### src/rtl/module_serial_subtractor.sv
`default_nettype none
// ============================================================================
//  Module      : module_serial_subtractor
//  Description : Bit-serial, LSB-first ripple-borrow subtractor that produces
//                D = A - B over ANCHO shift cycles. It uses a valid/ready
//                handshake on the operand side and on the result side.
//                Optional feature macro: OVERFLOW_EN adds the OVF output,
//                which flags signed ANCHO-bit overflow.
//  Revision    : 1.0 - initial release
// ============================================================================
module module_serial_subtractor #(
    parameter int ANCHO = 8
) (
    input  logic             clk,
    input  logic             rst,
    input  logic             in_valid,
    output logic             in_ready,
    input  logic [ANCHO-1:0] A,
    input  logic [ANCHO-1:0] B,
    output logic             out_valid,
    input  logic             out_ready,
    output logic [ANCHO:0]   D
`ifdef OVERFLOW_EN
    ,
    output logic             OVF
`endif
);

    localparam int                 c_CNT_W    = $clog2(ANCHO + 1);
    localparam logic [c_CNT_W-1:0] c_CNT_LAST = c_CNT_W'(ANCHO);
    localparam logic [c_CNT_W-1:0] c_CNT_ONE  = c_CNT_W'(1);

    localparam logic [1:0] c_IDLE  = 2'd0;
    localparam logic [1:0] c_SHIFT = 2'd1;
    localparam logic [1:0] c_HOLD  = 2'd2;

    logic [1:0]         r_state;
    logic [1:0]         w_state_nxt;
    logic [ANCHO-1:0]   r_a_sh;
    logic [ANCHO-1:0]   r_b_sh;
    logic [ANCHO-1:0]   r_result;
    logic               r_borrow;
    logic [c_CNT_W-1:0] r_cnt;
    logic [ANCHO:0]     r_d;

    logic w_accept;
    logic w_done;
    logic w_release;
    logic w_a0;
    logic w_b0;
    logic w_diff;
    logic w_borrow_nxt;

`ifdef OVERFLOW_EN
    logic r_a_msb;
    logic r_b_msb;
    logic r_ovf;
`endif

    // The operand side is open only in IDLE. It is also held closed while
    // reset is asserted, so no operand can be taken during reset.
    assign in_ready  = (r_state == c_IDLE) && !rst;
    assign out_valid = (r_state == c_HOLD);
    assign D         = r_d;

    assign w_accept  = in_valid && in_ready;
    // After ANCHO shifts the counter sits at ANCHO. That extra cycle copies
    // the finished difference into the output register.
    assign w_done    = (r_state == c_SHIFT) && (r_cnt == c_CNT_LAST);
    assign w_release = (r_state == c_HOLD) && out_ready;

    // Full-subtractor slice that acts on the current LSBs of the shifters.
    assign w_a0         = r_a_sh[0];
    assign w_b0         = r_b_sh[0];
    assign w_diff       = w_a0 ^ w_b0 ^ r_borrow;
    assign w_borrow_nxt = (~w_a0 & w_b0) | (~(w_a0 ^ w_b0) & r_borrow);

    // State register.
    always_ff @(posedge clk) begin
        if (rst) begin
            r_state <= c_IDLE;
        end else begin
            r_state <= w_state_nxt;
        end
    end

    // Next-state logic: IDLE -> SHIFT on accept, SHIFT -> HOLD once the
    // counter is exhausted, HOLD -> IDLE when the consumer takes D.
    always_comb begin
        w_state_nxt = r_state;
        case (r_state)
            c_IDLE: begin
                if (w_accept) begin
                    w_state_nxt = c_SHIFT;
                end
            end
            c_SHIFT: begin
                if (w_done) begin
                    w_state_nxt = c_HOLD;
                end
            end
            c_HOLD: begin
                if (w_release) begin
                    w_state_nxt = c_IDLE;
                end
            end
            default: begin
                w_state_nxt = c_IDLE;
            end
        endcase
    end

    // Datapath: capture operands on accept, run one bit per SHIFT cycle,
    // and load D once at completion. D is cleared only on accept.
    always_ff @(posedge clk) begin
        if (rst) begin
            r_a_sh   <= '0;
            r_b_sh   <= '0;
            r_result <= '0;
            r_borrow <= 1'b0;
            r_cnt    <= '0;
            r_d      <= '0;
        end else if (w_accept) begin
            r_a_sh   <= A;
            r_b_sh   <= B;
            r_result <= '0;
            r_borrow <= 1'b0;
            r_cnt    <= '0;
            r_d      <= '0;
        end else if (r_state == c_SHIFT) begin
            if (w_done) begin
                r_d <= {r_borrow, r_result};
            end else begin
                r_a_sh   <= r_a_sh >> 1;
                r_b_sh   <= r_b_sh >> 1;
                r_result <= {w_diff, r_result[ANCHO-1:1]};
                r_borrow <= w_borrow_nxt;
                r_cnt    <= r_cnt + c_CNT_ONE;
            end
        end
    end

`ifdef OVERFLOW_EN
    // Signed overflow flag. It is computed from the operand sign bits that
    // were captured on accept, it is loaded together with D, and it is
    // cleared when the result is released.
    always_ff @(posedge clk) begin
        if (rst) begin
            r_a_msb <= 1'b0;
            r_b_msb <= 1'b0;
            r_ovf   <= 1'b0;
        end else if (w_accept) begin
            r_a_msb <= A[ANCHO-1];
            r_b_msb <= B[ANCHO-1];
            r_ovf   <= 1'b0;
        end else if (w_done) begin
            r_ovf <= (r_a_msb != r_b_msb) && (r_result[ANCHO-1] != r_a_msb);
        end else if (w_release) begin
            r_ovf <= 1'b0;
        end
    end

    assign OVF = r_ovf;
`endif

endmodule
`default_nettype wire
### config.mk
export PLATFORM = sky130hd
export DESIGN_NAME = module_serial_subtractor
export DESIGN_NICKNAME = d
export VERILOG_FILES = /design/src/rtl/module_serial_subtractor.sv
export SDC_FILE = /design/constraint.sdc
export NUM_CORES = 1
export LEC_CHECK = 0
export BUFFER_PORTS_ARGS = -buffer_cell sky130_fd_sc_hd__buf_2
export CAP_MARGIN = 20
export CORE_MARGIN = 5
export CORE_UTILIZATION = 55
export CTS_CLUSTER_SIZE = 30
export DETAILED_ROUTE_END_ITERATION = 10
export PLACE_DENSITY = 0.79
export RECOVER_POWER = 25
export SLEW_MARGIN = 20
export SYNTH_ARGS = -nofsm -noshare
export SYNTH_HDL_FRONTEND = slang
export SYNTH_SLANG_ARGS = --single-unit
### constraint.sdc
create_clock -name clk -period 5.2 [get_ports clk]
set_clock_uncertainty 0.15 [all_clocks]
set_input_delay 0.52 -clock clk [delete_from_list [all_inputs] [get_ports clk]]
set_output_delay 0.52 -clock clk [all_outputs]
set_load 0.02 [all_outputs]
==> After elaboration in Yosys (flattened, before gate mapping) <==
Index checks and enable logic that the tools add are counted.
{ "word_totals": {"in_bits": 20, "ff_bits": 40, "out_inout_bits": 11, "elab_cells": 45} }
{ "classes": {"n_reduce_logical": 12, "n_addsub": 1, "bitwise": 8, "mux": 10, "n_eq_ne": 7} }
{ "ops": {"columns": ["op", "n"], "rows": [
  ["$mux W8", 6],
  ["$mux W2", 3],
  ["$ne A2 B2 Y1 const B", 3],
  ["$pmux W2 S3", 1],
  ["$reduce_and A2 Y1", 3],
  ["$add A4 B1 Y4 const B", 1],
  ["$eq A4 B4 Y1 const B", 1],
  ["$logic_and A1 B1 Y1", 4],
  ["$not A1 Y1", 3],
  ["$reduce_and A3 Y1", 1],
  ["$and A1 B1 Y1", 2],
  ["$eq A2 B1 Y1 const B", 1],
  ["$eq A2 B2 Y1 const B", 1],
  ["$logic_not A2 Y1", 1],
  ["$ne A2 B1 Y1 const B", 1],
  ["$reduce_bool A2 Y1", 1],
  ["$reduce_or A2 Y1", 1],
  ["$xor A1 B1 Y1", 2],
  ["$logic_not A1 Y1", 1],
  ["$or A1 B1 Y1", 1]
]} }

==> Depth between registers and ports, before layout <==
Gate-level depths: netlist of run 1.
{ "logic_depth": {"depth_word": 5, "depth_mapped": 7, "ltp_nobuf": 5} }

==> Worst setup path before layout of run 1 <==
OpenSTA, ideal clock, no wires.
{ "synth_timing": {"path_type": "input -> output", "startpoint": "input port rst", "endpoint": "output port in_ready", "required_time_ns": 4.530, "path_slack_ns": 3.352, "n_path_buf": 1, "stages": 2, "t_arrival_ns": 1.178, "path_cell_list": "clkbuf_1 -> nor3_1"} }
{ "synth_via": {"elab_chain_cells": 2} }
{ "synth_lines": {"columns": ["element", "line", "text"], "rows": [
  ["from (decl)", "15", "input logic rst,"],
  ["$logic_not A1 Y1", "62", "assign in_ready = (r_state == c_IDLE) && !rst;"],
  ["$logic_and A1 B1 Y1", "62", null],
  ["to (decl)", "17", "output logic in_ready,"]
]} }
Every way passes these cells.

==> Worst setup path after layout of run 1 <==
{ "layout_timing": {"startpoint": "register r_cnt[0]", "endpoint": "register r_a_sh[1]"} }
{ "layout_via": {"elab_chain_cells": 4} }
{ "layout_lines": {"columns": ["element", "line", "text"], "rows": [
  ["from (decl)", "43", "logic [c_CNT_W-1:0] r_cnt;"],
  ["from (signal assigned)", "138", "r_cnt <= r_cnt + c_CNT_ONE;"],
  ["$eq A4 B4 Y1", "69", "assign w_done = (r_state == c_SHIFT) && (r_cnt == c_CNT_LAST);"],
  ["$logic_and A1 B1 Y1", "69", null],
  ["$ne A2 B2 Y1 (no line)", null, null],
  ["$reduce_and A2 Y1 (no line)", null, null],
  ["to (signal assigned)", "134", "r_a_sh <= r_a_sh >> 1;"],
  ["to (decl)", "39", "logic [ANCHO-1:0] r_a_sh;"]
]} }
Every way passes these cells.
A chain may end at the register's enable or synchronous reset.

==> results of run 1 <==
-- cell families after synthesis --
family,synth area share (%)
DFF,45.10
and+or+nand+nor,12.69
AOI/OAI and AO/OA,31.71
buffers and inverters,7.470
xor gates and xnor gates,0.4934
adders and majority gates,2.537
-- power breakdown --
part	total [mW]	internal [mW]	switching [mW]
registers	0.321	0.315	0.00597
logic	0.0518	0.0188	0.0330
clock network	0.165	0.0644	0.101
total	0.538	0.398	0.140
-- registers in the layout (all words and copies together), names as in the netlist --
signal    cells
r_a_sh        8
r_cnt         4
r_state       2
r_result      8
r_b_sh        8
r_borrow      1
D             9
-- cells in the mapped netlist (all sizes together) (2+ instances only) --
master / count
clkbuf: 14
nand3b: 2
nor3: 2
o21ai: 20
a32oi: 13
buf: 9
dfxtp: 40
nand2: 2
a21oi: 38
ha: 2
nand3: 21
a311oi: 2
inv: 4
nor2: 3
o211ai: 15
-- layout by cell type (no fill, tap or decap), drive strengths merged --
| cell type | synthesis | routed |
|---|---|---|
| xor2 | 1 | 1 |
| and2b | 1 | 1 |
| a32oi | 13 | 13 |
| or4b | 1 | 1 |
| nand2 | 2 | 2 |
| o211ai | 15 | 15 |
| inv | 4 | 4 |
| clkinv | 0 | 2 |
| a211oi | 1 | 1 |
| nor3b | 1 | 1 |
| o31ai | 1 | 1 |
| nor3 | 2 | 2 |
| ha | 2 | 2 |
| nor2 | 3 | 3 |
| nand3 | 21 | 21 |
| nor2b | 1 | 1 |
| fa | 1 | 1 |
| nand2b | 1 | 1 |
| a311oi | 2 | 2 |
| dfxtp | 40 | 40 |
| clkbuf | 14 | 16 |
| o21ai | 20 | 20 |
| a21o | 1 | 1 |
| nor4b | 1 | 1 |
| buf | 9 | 23 |
| nand3b | 2 | 2 |
| and3b | 1 | 1 |
| or3 | 1 | 1 |
| a21oi | 38 | 38 |
-- stage by stage --
stage	worst slack, ns	instances	cell area [um^2]	util, %	hold WS, ns
global placement	3.030	254	1888	61.34	0.3072
floorplan	3.352	200	1775	-	0.2903
CTS	2.843	262	1949	63.33	0.2592
detailed placement	2.901	254	1888	61.34	0.3084
global route	2.341	262	1934	62.85	0.2762
finish	2.593	262	1934	62.85	0.2715
-- worst register-to-register path, stage by stage (launching register included) --
cell and delay [ns]:
sky130_fd_sc_hd__dfxtp_1 0.41, sky130_fd_sc_hd__inv_1 0.08, sky130_fd_sc_hd__ha_1 0.20, sky130_fd_sc_hd__nand3b_1 0.08, sky130_fd_sc_hd__clkbuf_1 1.07, sky130_fd_sc_hd__nand3_1 0.22, sky130_fd_sc_hd__a311oi_2 0.32
-- cell type report --
type,count,area share [%]
clock buffer,6,2.652
clock inverter,2,0.5175
inverter,4,0.7762
multi-input combinational,133,43.66
sequential,40,41.40
tap,44,2.846
timing repair buffer,33,8.150
-- worst paths after layout --
| kind | endpoint | slack [ns] |
|---|---|---|
| setup reg to reg | r_a_sh[1] | 2.59 |
| hold / removal | r_b_sh[7] | 0.27 |
| setup / recovery | r_a_sh[1] | 2.59 |
| hold reg to reg | D[2] | 0.33 |
-- per-layer routing --
layer,GRT usage [%],vias to the layer above
li1,-,783
met1,24.03,795
met2,30.20,61
met3,4.553,5
met4,7.868,0
met5,0,-
==> results.toml, run 1 <==
[status]
run_status = "complete, no violations"

[synth]
number_of_cells_produced_by_synthesis = 200
syn-num-nets = 223
yosysSeqAreaShare_pct = 45.10
async_flop_share_pct = 0
ys.warnings.count = 0
synthDominantCellAreaShare_pct = 45.10
synth_top_cell_by_area = "sky130_fd_sc_hd__dfxtp_1"
synth_seq_cells = 40
synth_area_leaders = "sky130_fd_sc_hd__dfxtp_1 45%, sky130_fd_sc_hd__a21oi_1 11%, sky130_fd_sc_hd__a32oi_1 6.4%"
netlist-cell-type-count = 32
synth_enable_flop_cells = 0
avgSynthCellArea_um2 = 8.877
synthesis.area_um2 = 1775
postSynth.topFlopCell = "sky130_fd_sc_hd__dfxtp_1"

[floorplan]
fp-row-count = 20
ios = 31
core_um2 = 3078
fp.dieH_um = 66.82
die_area_um2 = 4464
die-width_um = 66.82
initial_utilization_pct = 57.68

[clock_network]
tritoncts = "done"
cts.clk_slew.worst_paths_ns = 0.12
cts.sinks = 40
cts-buffers-inserted = 5
cts_post_setup_buffers_inserted = 0
cts_resized = 0
clk-insertion-delay-late_ns = 0.35
cts.htree.levels = 2
cts_root_buf = "sky130_fd_sc_hd__clkbuf_4"
postCtsHoldBufs = 0
cts_buffer_depth = 2

[routing]
drt_first_pass_iters = 5
metal1_wirelength_um = 1694
initialDrtViolationCount = 186
wire_per_inst_um = 14.76
postRouteAntennaNets = 0
vias_per_cell = 6.275
wl_met2_um = 1896
vias = 1644
drc = 0
route.met3.wl_um = 228
top_layer = "met4"
postRouteWirelength_um = 3866

[critical_path]
timing_worst_setup_path_type = "flip-flop to flip-flop"
r2r_start = "r_cnt[0]"
crit_start = "r_cnt[0]"
worst_path_max_delay_cell = "sky130_fd_sc_hd__clkbuf_1"
max_stage_delay_ns = 1.07
path_buf_inv = 2
crit_path_cell_trace = "inv_1, ha_1, nand3b_1, clkbuf_1, nand3_1, a311oi_2"
timing.reg2reg.worst_path_depth = 6
cell_class_contributing_the_biggest_share_of_worst_path_delay = "buffers and inverters"
arrival_ns = 2.72
critical_path.startpoint_type = "flip-flop"
number_of_cells_on_the_critical_path = 6
cp-end-kind = "flip-flop"
crit_required_ns = 5.31
worstPathMaxFanout = 36

[place]
place_congestion = 0.7802
half_perimeter_wire_length_of_the_detailed_placement_result_um = 2366
io_buffer_count = 30

[hold_path]
hold_path_depth = 3
critical_hold_path_startpoint = "B[7]"
worstHoldPathType = "input port to flip-flop"

[power]
power_leakage_nw = 0.6233
power.ir.vdd_worst_v = 0.0001473
totalPowerFinal_uw = 537.7
power_density_nw_per_um2 = 277.9

[sta]
worstMarginPinSlew_ns = 1.483
hold_viol_final = 0
final_period_minus_worst_setup_slack_ns = 2.607
fin_crit_sh_pct = 50.14
fin_setup_tns_ns = 0
timing_max_transition_violations_final = 0
relSlewSlack_pct = 1.142
setup_viol_count_final = 0
fmax_mhz = 383.6
rsz0062_at_grt = "no"

[layout]
area.sequential_um2 = 800.8
final_nets = 240
antenna_cells = 0
area_growth_pct = 8.950
multi_input_comb_area_um2 = 844.6
drive_gt1_share_pct = 15.60
fillers = 277

[global_route]
grt_max_degree = 39
antenna_found_initial = 0
grt-ovfl-total = 0
global_route.usage.total_pct = 18.84
grt_first_pass_wirelength_um = 6541
vias_in_the_first_global_route = 1472

[job]
timing.max_cap.violations = 0
Note: power is estimated with default switching activity, not from simulation.
==> inputs of run 2 (changes only) <==
Settings changed: CORE_UTILIZATION 55 to 49, PLACE_DENSITY 0.79 to 0.74.
Clock period 5.2 ns to 2.2 ns, I/O delays scaled along.
==> results.toml, run 2 (synthesis results as in run 1) <==
[status]
run_status = "complete, no violations"

[sta]
fin_crit_sh_pct = 84.39
final_period_minus_worst_setup_slack_ns = 1.857
hold_viol_final = 0
fin_setup_tns_ns = 0
rsz0062_at_grt = "no"
post-route-worst-setup-slack_ns = 0.3434
fmax_mhz = 538.6
relSlewSlack_pct = 53.07
setup_viol_count_final = 0
worstMarginPinSlew_ns = 0.7040
hold-worst-slack_ns = 0.006643
timing_max_transition_violations_final = 0

[power]
clkPwrFrac_pct = 29.9
power_leakage_nw = 0.7210
p_comb_share_pct = 11.8
netSwitchingPower_uw = 329.0
power.ir.vdd_worst_v = 0.0004137
internal-power_uw = 970.8
power_density_nw_per_um2 = 602.5
netSwitchingFraction_pct = 25.31
fraction_of_power_consumed_by_sequential_logic_pct = 58.3

[floorplan]
fp-row-count = 21
die_area_um2 = 4927
ios = 31
die-width_um = 70.20
fp.dieH_um = 70.20
core_um2 = 3416
initial_utilization_pct = 51.98

[clock_network]
cts_post_setup_buffers_inserted = 0
cts_resized = 0
cts_buffer_depth = 2
cts.htree.levels = 2
cts-buffers-inserted = 5
cts.clk_slew.worst_paths_ns = 0.12
cts.sinks = 40
clk-insertion-delay-late_ns = 0.36
tritoncts = "done"
postCtsHoldBufs = 15
cts_root_buf = "sky130_fd_sc_hd__clkbuf_4"

[critical_path]
r2r_start = "r_state[0]"
cp-end-kind = "flip-flop"
timing.reg2reg.worst_path_depth = 3
arrival_ns = 1.95
crit_required_ns = 2.29
timing_worst_setup_path_type = "flip-flop to flip-flop"
worstPathMaxFanout = 17
crit_start = "r_state[0]"
critical_path.startpoint_type = "flip-flop"

[routing]
vias_per_cell = 5.740
postRouteWirelength_um = 4053
postRouteAntennaNets = 0
drt_first_pass_iters = 4
initialDrtViolationCount = 111
wire_per_inst_um = 14.02
drc = 0
vias = 1659

[global_route]
grt_max_degree = 27
antenna_found_initial = 0
vias_in_the_first_global_route = 1570
grt-ovfl-total = 0
grt_first_pass_wirelength_um = 7196
global_route.usage.total_pct = 17.88

[place]
place_ws_ns = 0.3876
place_congestion = 0.7943
half_perimeter_wire_length_of_the_detailed_placement_result_um = 2445
io_buffer_count = 30

[layout]
multi_input_comb_area_um2 = 844.6
largest_register_ffs = 9
top_library_cells_by_usage_in_the_layout_fill_and_taps_aside = "40 x sky130_fd_sc_hd__dfxtp_1, 38 x sky130_fd_sc_hd__a21oi_1, 21 x sky130_fd_sc_hd__nand3_1"
drive_gt1_share_pct = 16.46
area.sequential_um2 = 800.8
leading_cell_type_in_the_layout_fill_and_taps_excluded = "sky130_fd_sc_hd__dfxtp_1"
final_nets = 265
antenna_cells = 0
fillers = 303
area_growth_pct = 21.49

[hold_path]
critical_hold_path_startpoint = "out_ready"
hold_path_depth = 3
worstHoldPathType = "input port to flip-flop"

[job]
timing.max_cap.violations = 0
## run 2: worst max-delay path: stages, from the launching register on
cell	delay (ns)
sky130_fd_sc_hd__dfxtp_1	0.41
sky130_fd_sc_hd__or4b_1	0.86
sky130_fd_sc_hd__o211ai_1	0.23
sky130_fd_sc_hd__a21oi_1	0.09
## run 2: layout make-up
type	count	area share [%]
clock buffer	8	2.726
multi-input combinational	133	39.15
sequential	40	37.12
tap	46	2.668
timing repair buffer	58	17.63
inverter	4	0.6961
## run 2: path summary, 6_finish.rpt
check	slack, ns	end
setup / recovery	0.34	r_b_sh[4]
hold reg to reg	0.33	D[0]
hold / removal	0.007	r_state[0]
setup reg to reg	0.34	r_b_sh[4]
## run 2: metal layers
metal | part of all wire [%] | vias to the layer above | global-route usage, %
li1 | - | 835 | -
met1 | 47 | 782 | 23.47
met2 | 47 | 35 | 27.70
met3 | 4.5 | 7 | 4.878
met4 | 1.5 | 0 | 7.234
met5 | 0 | - | 0
## run 2: power groups by stage
| stage | Clock (mW) | Combinational [mW] | Sequential [mW] |
|---|---|---|---|
| 3_5_place_dp | 0 | 0.133 | 0.773 |
| 3_3_place_gp | 0 | 0.132 | 0.774 |
| 6_report | 0.388 | 0.154 | 0.758 |
| 5_1_grt | 0.421 | 0.173 | 0.761 |
| 4_1_cts | 0.396 | 0.153 | 0.757 |
| 2_1_floorplan | 0 | 0.0974 | 0.768 |
## run 2: stage by stage
stage / cells / instance area (um^2) / util, % / power, mW
after floorplan: 200 / 1775 / - / 0.8657
after global placement: 266 / 1966 / 57.55 / 0.9056
after detailed placement: 266 / 1966 / 57.55 / 0.9064
after CTS: 289 / 2175 / 63.66 / 1.306
after global routing: 289 / 2157 / 63.15 / 1.355
final: 289 / 2157 / 63.15 / 1.300
